## src/rtl/acl2_sampler.sv

```systemverilog
// acl2_sampler: autonomous ADXL362 X/Y/Z burst reader driving the SPI core FIFOs.
// One burst per trigger; chip select, FIFO strobes and sample registers are all flopped.
module acl2_sampler #(
    parameter logic [15:0] SAMPLE_DIV = 16'd50000,
    parameter logic [7:0]  CMD_READ   = 8'h0B,
    parameter logic [7:0]  START_ADDR = 8'h0E,
    parameter int unsigned CS_GAP     = 4,
    parameter logic [15:0] TIMEOUT    = 16'd4096
) (
    input  logic        clk,
    input  logic        reset,
    input  logic        enable,
    input  logic        start,
    input  logic        clear_ovr,
    input  logic [7:0]  spsr,
    input  logic [7:0]  rfdout,
    output logic        wfwe,
    output logic [7:0]  wfdin,
    output logic        rfre,
    output logic        ncs_o,
    output logic        busy,
    output logic        sample_valid,
    output logic [15:0] x_data,
    output logic [15:0] y_data,
    output logic [15:0] z_data,
    output logic        error,
    output logic        overrun
);

    typedef enum logic [3:0] {
        S_IDLE,
        S_FLUSH,
        S_CS_SETUP,
        S_SEND,
        S_WAIT_RX,
        S_READ,
        S_CS_HOLD,
        S_DONE,
        S_ABORT
    } state_t;

    localparam logic [15:0] TMR_RELOAD = SAMPLE_DIV - 16'd1;
    localparam logic [15:0] SETUP_LAST = 16'(CS_GAP);
    localparam logic [15:0] HOLD_LAST  = (CS_GAP > 0) ? 16'(CS_GAP - 1) : 16'd0;
    localparam logic [15:0] TMO_LAST   = TIMEOUT - 16'd1;

    state_t      state_q, state_d;
    logic [15:0] timer_q, timer_d;
    logic        pending_q, pending_d;
    logic        overrun_q, overrun_d;
    logic [15:0] cnt_q, cnt_d;
    logic [2:0]  idx_q, idx_d;
    logic [47:0] sh_q, sh_d;
    logic        wfwe_q, wfwe_d;
    logic [7:0]  wfdin_q, wfdin_d;
    logic        rfre_q, rfre_d;
    logic        ncs_q, ncs_d;
    logic        busy_q, busy_d;
    logic        sv_q, sv_d;
    logic        err_q, err_d;
    logic [15:0] x_q, x_d;
    logic [15:0] y_q, y_d;
    logic [15:0] z_q, z_d;

    logic rf_empty;
    logic tmr_fire;
    logic trig;
    logic unused_spsr;

    assign rf_empty    = spsr[0];
    assign unused_spsr = ^{spsr[7:1]};

    function automatic logic [7:0] tx_byte(input logic [2:0] i);
        logic [7:0] b;
        case (i)
            3'd0:    b = CMD_READ;
            3'd1:    b = START_ADDR;
            default: b = 8'h00;
        endcase
        return b;
    endfunction

    // Trigger, pending and sticky overrun bookkeeping
    always_comb begin
        timer_d   = timer_q;
        pending_d = pending_q;
        overrun_d = overrun_q;
        tmr_fire  = enable && (timer_q == 16'd0);
        trig      = start || tmr_fire;

        if (!enable || timer_q == 16'd0) begin
            timer_d = TMR_RELOAD;
        end else begin
            timer_d = timer_q - 16'd1;
        end

        if (state_q == S_IDLE && pending_q) begin
            pending_d = 1'b0;
        end
        if (trig && !pending_q) begin
            pending_d = 1'b1;
        end

        if (clear_ovr) begin
            overrun_d = 1'b0;
        end
        if (trig && pending_q) begin
            overrun_d = 1'b1;
        end
    end

    // Sequencer; strobes are set on entry so they are high in the named state
    always_comb begin
        state_d = state_q;
        cnt_d   = cnt_q;
        idx_d   = idx_q;
        sh_d    = sh_q;
        wfwe_d  = 1'b0;
        wfdin_d = wfdin_q;
        rfre_d  = 1'b0;
        ncs_d   = ncs_q;
        sv_d    = 1'b0;
        err_d   = 1'b0;
        x_d     = x_q;
        y_d     = y_q;
        z_d     = z_q;

        unique case (state_q)
            S_IDLE: begin
                if (pending_q) begin
                    state_d = S_FLUSH;
                end
            end
            S_FLUSH: begin
                // pop on alternate cycles so rfempty reflects each pop
                if (!rfre_q) begin
                    if (!rf_empty) begin
                        rfre_d = 1'b1;
                    end else begin
                        ncs_d   = 1'b0;
                        cnt_d   = 16'd0;
                        idx_d   = 3'd0;
                        state_d = S_CS_SETUP;
                    end
                end
            end
            S_CS_SETUP: begin
                if (cnt_q == SETUP_LAST) begin
                    wfwe_d  = 1'b1;
                    wfdin_d = tx_byte(idx_q);
                    state_d = S_SEND;
                end else begin
                    cnt_d = cnt_q + 16'd1;
                end
            end
            S_SEND: begin
                cnt_d   = 16'd0;
                state_d = S_WAIT_RX;
            end
            S_WAIT_RX: begin
                if (!rf_empty) begin
                    rfre_d  = 1'b1;
                    state_d = S_READ;
                end else if (cnt_q == TMO_LAST) begin
                    ncs_d   = 1'b1;
                    err_d   = 1'b1;
                    state_d = S_ABORT;
                end else begin
                    cnt_d = cnt_q + 16'd1;
                end
            end
            S_READ: begin
                idx_d = idx_q + 3'd1;
                if (idx_q >= 3'd2) begin
                    sh_d = {rfdout, sh_q[47:8]};
                end
                if (idx_q == 3'd7) begin
                    cnt_d   = 16'd0;
                    state_d = S_CS_HOLD;
                end else begin
                    wfwe_d  = 1'b1;
                    wfdin_d = tx_byte(idx_q + 3'd1);
                    state_d = S_SEND;
                end
            end
            S_CS_HOLD: begin
                if (cnt_q == HOLD_LAST) begin
                    ncs_d   = 1'b1;
                    sv_d    = 1'b1;
                    x_d     = sh_q[15:0];
                    y_d     = sh_q[31:16];
                    z_d     = sh_q[47:32];
                    state_d = S_DONE;
                end else begin
                    cnt_d = cnt_q + 16'd1;
                end
            end
            S_DONE: begin
                state_d = S_IDLE;
            end
            S_ABORT: begin
                state_d = S_IDLE;
            end
            default: begin
                ncs_d   = 1'b1;
                state_d = S_IDLE;
            end
        endcase

        busy_d = (state_d != S_IDLE);
    end

    always_ff @(posedge clk or posedge reset) begin
        if (reset) begin
            state_q   <= S_IDLE;
            timer_q   <= TMR_RELOAD;
            pending_q <= 1'b0;
            overrun_q <= 1'b0;
            cnt_q     <= 16'd0;
            idx_q     <= 3'd0;
            sh_q      <= 48'd0;
            wfwe_q    <= 1'b0;
            wfdin_q   <= 8'd0;
            rfre_q    <= 1'b0;
            ncs_q     <= 1'b1;
            busy_q    <= 1'b0;
            sv_q      <= 1'b0;
            err_q     <= 1'b0;
            x_q       <= 16'd0;
            y_q       <= 16'd0;
            z_q       <= 16'd0;
        end else begin
            state_q   <= state_d;
            timer_q   <= timer_d;
            pending_q <= pending_d;
            overrun_q <= overrun_d;
            cnt_q     <= cnt_d;
            idx_q     <= idx_d;
            sh_q      <= sh_d;
            wfwe_q    <= wfwe_d;
            wfdin_q   <= wfdin_d;
            rfre_q    <= rfre_d;
            ncs_q     <= ncs_d;
            busy_q    <= busy_d;
            sv_q      <= sv_d;
            err_q     <= err_d;
            x_q       <= x_d;
            y_q       <= y_d;
            z_q       <= z_d;
        end
    end

    assign wfwe         = wfwe_q;
    assign wfdin        = wfdin_q;
    assign rfre         = rfre_q;
    assign ncs_o        = ncs_q;
    assign busy         = busy_q;
    assign sample_valid = sv_q;
    assign error        = err_q;
    assign overrun      = overrun_q;
    assign x_data       = x_q;
    assign y_data       = y_q;
    assign z_data       = z_q;

endmodule

```

## config.mk

```make
export PLATFORM = sky130hd
export DESIGN_NAME = acl2_sampler
export DESIGN_NICKNAME = d
export VERILOG_FILES = /design/src/rtl/acl2_sampler.sv
export SDC_FILE = /design/constraint.sdc
export NUM_CORES = 1
export LEC_CHECK = 0
export CAP_MARGIN = 20
export CORE_ASPECT_RATIO = 1.25
export CORE_MARGIN = 10
export CORE_UTILIZATION = 50
export CTS_CLUSTER_SIZE = 12
export DETAILED_ROUTE_END_ITERATION = 16
export PLACE_DENSITY = 0.73
export SYNTH_ARGS = -nofsm -noshare
export SYNTH_HDL_FRONTEND = slang
export SYNTH_SLANG_ARGS = --single-unit
```

## constraint.sdc

```tcl
create_clock -name clk -period 7.4 [get_ports clk]
set_input_delay 1.11 -clock clk [delete_from_list [all_inputs] [get_ports clk]]
set_output_delay 1.11 -clock clk [all_outputs]
set_load 0.005 [all_outputs]
```

==> results of run 1 <==
-- sequential cells by signal (all words and copies together) (netlist names) --
signal and count:
error 1, sample_valid 1, x_data 16, timer_q 16
overrun 1, rfre 1, ncs_o 1, wfdin 3
y_data 16, sh_q 48, busy 1, idx_q 3
z_data 16, pending_q 1, wfwe 1, cnt_q 16
state_q 4
-- worst register-to-register path, cell delays in order (launching register included) --
cell,delay (ns)
dfrtp_1,0.70
nand4bb_1,0.55
nor2_4,0.35
buf_4,0.55
mux2_2,0.44
-- cells in the mapped netlist (8+ instances only) --
| library cell | count | area share |
|---|---|---|
| dfrtp_1 | 136 | 0.53 |
| mux2_2 | 98 | 0.17 |
| nor2_1 | 38 | 0.022 |
| nand2_1 | 27 | 0.016 |
| o31ai_1 | 19 | 0.022 |
| inv_1 | 16 | 0.0094 |
| a21oi_1 | 12 | 0.0094 |
| nor3_1 | 11 | 0.0086 |
| buf_2 | 10 | 0.0078 |
| dfstp_2 | 10 | 0.041 |
| ha_1 | 10 | 0.020 |
| nor4_1 | 10 | 0.0098 |
| clkbuf_1 | 8 | 0.0047 |
| nand3_1 | 8 | 0.0062 |
| xnor2_1 | 8 | 0.011 |
-- worst min path at each step --
stage / to / startpoint / slack (ns) / cells after the start
final: timer_q[0] / timer_q[0] / 0.46 / 1
after global routing: timer_q[0] / timer_q[0] / 0.49 / 1
after CTS: timer_q[0] / timer_q[0] / 0.47 / 1
after detailed placement: timer_q[0] / timer_q[0] / 0.45 / 1
after global placement: timer_q[0] / timer_q[0] / 0.45 / 1
after floorplan: timer_q[0] / timer_q[0] / 0.44 / 1
-- kinds of logic (layout without fill, tap and decap cells) --
logic type	after synthesis	in the layout	share of synthesized area
mux	100	100	0.175
other cells	1	4	0.000585
compound gates	67	67	0.0718
xor+xnor	13	13	0.0178
flops	146	146	0.572
buf+inv	48	125	0.0353
fa+ha+maj	10	10	0.0195
simple gates	134	134	0.108
-- final cells by class --
cell class,count,share of cell area
Timing Repair Buffer,76,0.0957
Sequential cell,146,0.467
Clock buffer,17,0.0542
Inverter,17,0.00877
Clock inverter,15,0.0227
Tap cell,168,0.0268
Multi-Input combinational cell,328,0.324
-- power breakdown --
| group | switching, uW | internal (uW) |
|---|---|---|
| combinational | 20.9 | 9.21 |
| sequential | 1.51 | 801 |
| clock | 382 | 488 |
| total | 404 | 1300 |
-- metrics by stage --
step / utilization / worst slack [ns] / cell area (sq um) / cells / hold slack [ns]
floorplan: - / 2.38 / 6420 / 522 / 0.436
global placement: 0.574 / 3.81 / 7230 / 734 / 0.446
detailed placement: 0.574 / 3.73 / 7230 / 734 / 0.451
CTS: 0.622 / 4.10 / 7840 / 766 / 0.468
global route: 0.622 / 3.93 / 7840 / 767 / 0.493
finish: 0.622 / 4.07 / 7840 / 767 / 0.465
-- cells in the final DEF, fill, tap and decap left out, drive strengths merged, types with 10 or more instances in the layout --
| master | instances |
|---|---|
| dfrtp | 136 |
| mux2 | 98 |
| clkdlybuf4s50 | 72 |
| nor2 | 38 |
| inv | 30 |
| nand2 | 28 |
| o31ai | 20 |
| clkbuf | 17 |
| a21oi | 12 |
| nor3 | 11 |
| nor4 | 10 |
| ha | 10 |
| dfstp | 10 |
-- per-layer routing --
layer,track usage,up-vias,wire [um]
met3,0.0517,15,974
met1,0.187,2111,5410
li1,-,1988,-
met2,0.242,112,6470
met5,0,-,0
met4,0.0609,0,179
==> results.yml, run 1 <==
floorplan:
  core-area_sq_um: 12600
  start_util: 0.509
  die-width_um: 121
  rows: 46
  ioPinCount: 84
  die_area_sq_um: 17800
  die_h_um: 147
critical_path:
  cp_data_required_time_ns: 7.69
  cp.buffers_inverters: 1
  worstSetupStartpoint: "spsr[0]"
  cp_cell_sequence: "clkdlybuf4s50_1, nor2b_1, o211ai_1, and2_0, or4_1, o41ai_1"
  cp_max_fo: 15
  r2r-end: "sh_q[37]"
  path_depth: 6
  max_stage_delay_ns: 0.81
  slowest_stage: "or4_1"
  critPathKind: "primary input to register"
  worstSetupEndpoint: "cnt_q[9]"
  cp-start-kind: "primary input"
  timing.rr.start: "state_q[2]"
  path_delay_family: "simple AND/OR/NAND/NOR gates"
  cp-end-kind: "register"
  ff2ff_setup_slack_ns: 4.72
  worstPathArrival_ns: 3.62
  reg2reg_depth: 4
cells_and_area:
  num-nets-final: 617
  drive_above_1_share: 0.257
  ff_latch_area_sq_um: 3670
  fill_cells: 960
  insertedDiodeCount: 0
  syn_to_final_growth_pct: 22.4
  multi_input_comb_area_sq_um: 2540
yosys:
  synth-seq-cells: 146
  ys_warn_count: 0
  async_flop_share: 1.00
  synth_edf_count: 0
  synth_seq_area_share: 0.572
  synth_cells: 519
  syn-cell-area_sq_um: 6410
  avgSynthCellArea_sq_um: 12.4
  synth.distinct_cells: 53
  yosys_most_used_dff: "dfrtp_1"
timing:
  fmax_mhz: 301
  hold_violations: 0
  slew_viol_final: 0
  fin_tns_setup_ns: 0
  tightest_slew_ns: 0.930
  finalCritPeriodShare: 0.449
  fin_skew_ns: 0.00914
  setup_viol: 0
  rsz0062_at_grt: "no"
  period_minus_slack_ns: 3.33
  slew_headroom: 0.380
grt:
  grt_pass1_wl_um: 22200
  grt_usage: 0.153
  overflow: 0
  antenna_found_initial: 0
  grt_max_degree: 78
  grt_pass1_vias: 4379
power:
  leakagePower_uw: 0.00354
  max-vdd-ir-drop_uv: 137
  total_power_uw: 1700
  p_per_area_nw_per_um2: 217
clock_tree:
  clockRootBuffer: "clkbuf_16"
  cts_sinks: 146
  cts.reportedPaths.clkPinSlew_ns: 0.07
  cts_hold_buf: 0
  cts_buffers: 17
  cts_setup_buffers: 0
  cts.repair.resized: 0
  htree_num_levels: 4
  tritoncts: "built"
  clockBufferDepth: 2
  clk_latency_ns: 0.43
detailed_routing:
  drtAntennaViolNets: 0
  dr.pass1.iters: 6
  viasPerCell: 5.51
  wl_um: 13000
  vias: 4226
  drc: 0
  wl_per_cell_um: 17.0
  drtIter0Drc: 210
outcome:
  status: "finished, final reports clean"
run:
  maxCapViolations: 0
hold_path:
  min_path_type: "register to register"
placed_design:
  io_buffers: 72
  dp_hpwl_um: 8530
  gp_congestion: 0.845
Note: power is estimated with default switching activity, not from simulation.
==> run 2: changes to the inputs <==
--- a/config.mk
+++ b/config.mk
@@ -11,7 +11,7 @@
 export CORE_UTILIZATION = 50
 export CTS_CLUSTER_SIZE = 12
 export DETAILED_ROUTE_END_ITERATION = 16
-export PLACE_DENSITY = 0.73
+export PLACE_DENSITY = 0.76
 export SYNTH_ARGS = -nofsm -noshare
 export SYNTH_HDL_FRONTEND = slang
 export SYNTH_SLANG_ARGS = --single-unit
==> constraint.sdc (replaced) <==
create_clock -name clk -period 3 [get_ports clk]
set_input_delay 0.45 -clock clk [delete_from_list [all_inputs] [get_ports clk]]
set_output_delay 0.45 -clock clk [all_outputs]
set_load 0.005 [all_outputs]
==> run 2 against run 1 <==
- die area unchanged
- worst setup slack got worse by 3.4 ns
- sequential cell count unchanged
- register-to-register slack got worse by 4.1 ns
- clock power increased by 140%
- largest cell class unchanged
- largest power group unchanged
==> results.yml, run 2 (synthesis gave the netlist of run 1 again) <==
critical_path:
  cp-end-kind: "register"
  ff2ff_setup_slack_ns: 0.63
  cp_max_fo: 20
  r2r-end: "cnt_q[9]"
  timing.rr.start: "state_q[2]"
  cp_data_required_time_ns: 3.28
  worstSetupStartpoint: "state_q[2]"
  cp-start-kind: "register"
  worstPathArrival_ns: 2.65
  critPathKind: "register to register"
  reg2reg_depth: 6
clock_tree:
  tritoncts: "built"
  cts_buffers: 17
  cts_sinks: 146
  clockBufferDepth: 2
  clk_latency_ns: 0.41
  htree_num_levels: 4
  cts_hold_buf: 0
  clockRootBuffer: "clkbuf_16"
  cts.reportedPaths.clkPinSlew_ns: 0.06
  cts.repair.resized: 0
  cts_setup_buffers: 0
cells_and_area:
  largest-register: "sh_q"
  drive_above_1_share: 0.261
  largest_register_ffs: 48
  utilization: 0.626
  final_cell_mix: "dfrtp_1, mux2_2, clkdlybuf4s50_1"
  num-nets-final: 620
  fill_cells: 939
  syn_to_final_growth_pct: 23.2
  mostFrequentLayoutCell: "dfrtp_1"
  insertedDiodeCount: 0
detailed_routing:
  vias: 4261
  drtIter0Drc: 210
  drc: 0
  wl_per_cell_um: 17.2
  drtAntennaViolNets: 0
  wl_um: 13200
  viasPerCell: 5.53
  dr.pass1.iters: 4
timing:
  slew_headroom: 0.488
  fmax_mhz: 422
  setup_viol: 0
  tightest_slew_ns: 0.768
  fin_skew_ns: 0.0109
  hold_violations: 0
  rsz0062_at_grt: "no"
  period_minus_slack_ns: 2.37
  fin_tns_setup_ns: 0
  layout_setup_ws_ns: 0.632
  finalCritPeriodShare: 0.789
  slew_viol_final: 0
grt:
  gr-usage-met1: 0.179
  grt_pass1_vias: 4553
  grt_use_met2: 0.267
  grt_util_met3: 0.0513
  overflow: 0
  grt_busiest_layer: "met2"
  grt_usage: 0.157
  antenna_found_initial: 0
  grt_max_degree: 147
  grt_pass1_wl_um: 22800
outcome:
  status: "finished, final reports clean"
power:
  max-vdd-ir-drop_uv: 445
  p_per_area_nw_per_um2: 525
  leakagePower_uw: 0.00355
  total_power_uw: 4140
floorplan:
  die_h_um: 147
  die-width_um: 121
  core-area_sq_um: 12600
  start_util: 0.509
  rows: 46
  ioPinCount: 84
  die_area_sq_um: 17800
run:
  maxCapViolations: 0
placed_design:
  gp_congestion: 0.827
  place_ws_ns: 0.291
  io_buffers: 72
  dp_hpwl_um: 8760
hold_path:
  min_path_type: "register to register"
  hold_start: "timer_q[0]"
  whs_path_depth: 1
  min_to: "timer_q[0]"
run 2: cell count changes in the layout (fill, tap and decap cells not counted), sizes merged:
cell      previous run  this run
clkinv               1         3
clkinvlp             0         3
clkbuf              17        21
buf                  4         7
inv                 30        21
run 2: worst max path at each step:
stage,end,cells after the start
2_1_floorplan,busy,1
3_3_place_gp,cnt_q[9],7
3_5_place_dp,cnt_q[9],7
4_1_cts,cnt_q[9],6
5_1_grt,cnt_q[9],6
6_report,cnt_q[9],6
run 2: layout make-up:
| cell class | instances | area (sq um) | area share |
|---|---|---|---|
| sequential | 146 | 3670 | 0.464 |
| multi-input combinational | 328 | 2540 | 0.322 |
| timing repair buffer | 79 | 811 | 0.103 |
| clock buffer | 21 | 480 | 0.0609 |
| tap | 168 | 210 | 0.0266 |
| clock inverter | 11 | 115 | 0.0146 |
| inverter | 17 | 67.6 | 0.00856 |
run 2: report_power, final:
group          switching, uW  internal, uW
clock network            836          1250
registers               4.04          1980
logic                   51.8          25.2
run 2: layer usage:
layer,routed length (um),up-vias
met3,783,22
met1,5420,2140
met5,0,-
met2,6830,92
met4,197,0
li1,-,2007
run 2: metrics by stage:
step	area, sq um	hold WS, ns	std cells
2_1_floorplan	6420	0.436	522
3_3_place_gp	7300	0.445	738
3_5_place_dp	7300	0.476	738
4_1_cts	7890	0.489	770
5_1_grt	7890	0.502	770
6_report	7890	0.482	770
run 2: critical path: stages (launching register included):
cell	delay (ns)
dfrtp_1	0.68
a21oi_1	0.13
a21o_1	0.20
and2_0	0.15
or4_1	0.52
buf_4	0.21
o41ai_1	0.35
==> run 3: changes to the inputs <==
==> constraint.sdc (replaced) <==
create_clock -name clk -period 2 [get_ports clk]
set_input_delay 0.3 -clock clk [delete_from_list [all_inputs] [get_ports clk]]
set_output_delay 0.3 -clock clk [all_outputs]
set_load 0.005 [all_outputs]
==> run 3 against run 2 <==
- the run now ends with negative setup slack left
- clock power increased by 58%
- die area unchanged
- via count up 10%
- critical endpoint is now busy
- cell area up 12%
- critical path depth fell by 1
==> results.yml, run 3 (synthesis gave the netlist of run 1 again) <==
clock_tree:
  clk_latency_ns: 0.41
  cts_sinks: 146
  tritoncts: "built"
  cts.reportedPaths.clkPinSlew_ns: 0.06
  htree_num_levels: 4
  cts_buffers: 17
  clockBufferDepth: 2
  clockRootBuffer: "clkbuf_16"
detailed_routing:
  viasPerCell: 5.52
  vias: 4687
  wl_met2_um: 8020
  drtAntennaViolNets: 0
  drc: 0
  dr.pass1.iters: 5
  routed.top_layer: "met4"
  drtIter0Drc: 281
  dr_wl_met3_um: 1000
  wl_um: 15500
  m1WireLength_um: 6280
  wl_per_cell_um: 18.3
cells_and_area:
  fill_cells: 825
  final_cell_mix: "dfrtp_1, mux2_2, clkdlybuf4s50_1"
  syn_to_final_growth_pct: 37.9
  design_area_sq_um: 8840
  mostFrequentLayoutCell: "dfrtp_1"
  num-nets-final: 700
  drive_above_1_share: 0.377
  insertedDiodeCount: 0
  largest-register: "sh_q"
  largest_register_ffs: 48
hold_path:
  min_path_type: "primary input to async pin"
timing:
  hold_violations: 0
  slew_viol_final: 0
  fmax_mhz: 462
  fin_skew_ns: 0.0120
  finalCritPeriodShare: 1.08
  layout_setup_ws_ns: -0.163
  holdWs_ns: 0.373
  period_minus_slack_ns: 2.16
  rsz0062_at_grt: "yes"
  setup_viol: 55
placed_design:
  gp_congestion: 0.910
  io_buffers: 72
  dp_hpwl_um: 9890
  placed_area_sq_um: 7830
floorplan:
  die_h_um: 147
  core-area_sq_um: 12600
  die_area_sq_um: 17800
  start_util: 0.509
  ioPinCount: 84
  rows: 46
  die-width_um: 121
critical_path:
  worstPathArrival_ns: 2.44
  cp_cell_sequence: "or4_4, or4_4, nand2_4, o31ai_4, or4_4"
  r2r-end: "busy"
  cp-end-kind: "register"
  ff2ff_setup_slack_ns: -0.16
  slowest_stage: "or4_4"
  max_stage_delay_ns: 0.53
  reg2reg_depth: 5
  cp_data_required_time_ns: 2.28
  cp_max_fo: 3
  timing.rr.start: "cnt_q[15]"
  critPathKind: "register to register"
  cp-start-kind: "register"
  path_common_cell: "or4_4"
power:
  leakagePower_uw: 0.00403
  p_per_area_nw_per_um2: 721
  max-vdd-ir-drop_uv: 630
grt:
  overflow: 0
  antenna_found_initial: 0
  grt_usage: 0.168
  grt_pass1_wl_um: 24600
  grt_max_degree: 85
  grt_pass1_vias: 4851
run:
  maxCapViolations: 0
outcome:
  failed_checks: "negative setup slack"
  status: "finished, violations left"
## run 3: per-stage QoR
| step | setup slack (ns) | total power, uW | util | std cells | setup TNS, ns |
|---|---|---|---|---|---|
| detailed placement | -0.456 | 3150 | 0.621 | 802 | -6.51 |
| global route | -0.227 | 6570 | 0.701 | 849 | -8.50 |
| CTS | -0.154 | 6430 | 0.673 | 834 | -3.03 |
| global placement | -0.376 | 3150 | 0.621 | 802 | -6.03 |
| floorplan | -0.125 | 3090 | - | 522 | -17.19 |
| finish | -0.163 | 6370 | 0.701 | 849 | -1.81 |
## run 3: metal layers
metal,vias up,GRT usage
li1,2163,-
met3,22,0.0598
met5,-,0
met2,129,0.273
met1,2373,0.203
met4,0,0.0520
## run 3: cell type report
cell class,count,area (sq um),share of cell area
Clock buffer,18,439,0.0497
Clock inverter,13,173,0.0195
Inverter,17,67.6,0.00764
Multi-Input combinational cell,329,2720,0.308
Sequential cell,146,3670,0.415
Tap cell,168,210,0.0238
Timing Repair Buffer,158,1560,0.176
## run 3: timing repair
item	in CTS	in global routing
hold endpoints to repair	0	0
resized for setup	9	30
pin swaps	2	6
cloned	0	7
hold buffers	0	0
setup endpoints to repair	74	83
setup buffers	1	8
## run 3: worst max path at each step
stage                    from        to  slack (ns)  cells after the start
global placement      spsr[0]  cnt_q[8]       -0.38                      7
detailed placement    spsr[0]  cnt_q[8]       -0.46                      7
finish              cnt_q[15]      busy       -0.16                      5
global route        cnt_q[15]      busy       -0.23                      5
floorplan               reset      busy       -0.12                      1
CTS                 cnt_q[15]      busy       -0.15                      5
## run 3: power by group
group | internal (uW) | switching [uW] | total [uW] | leakage (uW)
combinational | 45.0 | 82.3 | 127 | 0.00178
clock | 2010 | 1270 | 3280 | 0.000298
sequential | 2960 | 5.56 | 2970 | 0.00195
## run 3: worst max-delay path: cells and delay by family (launching register included)
kind / cells / cell delay (ns)
simple gates: 4 / 1.57
flops: 1 / 0.39
compound gates: 1 / 0.07
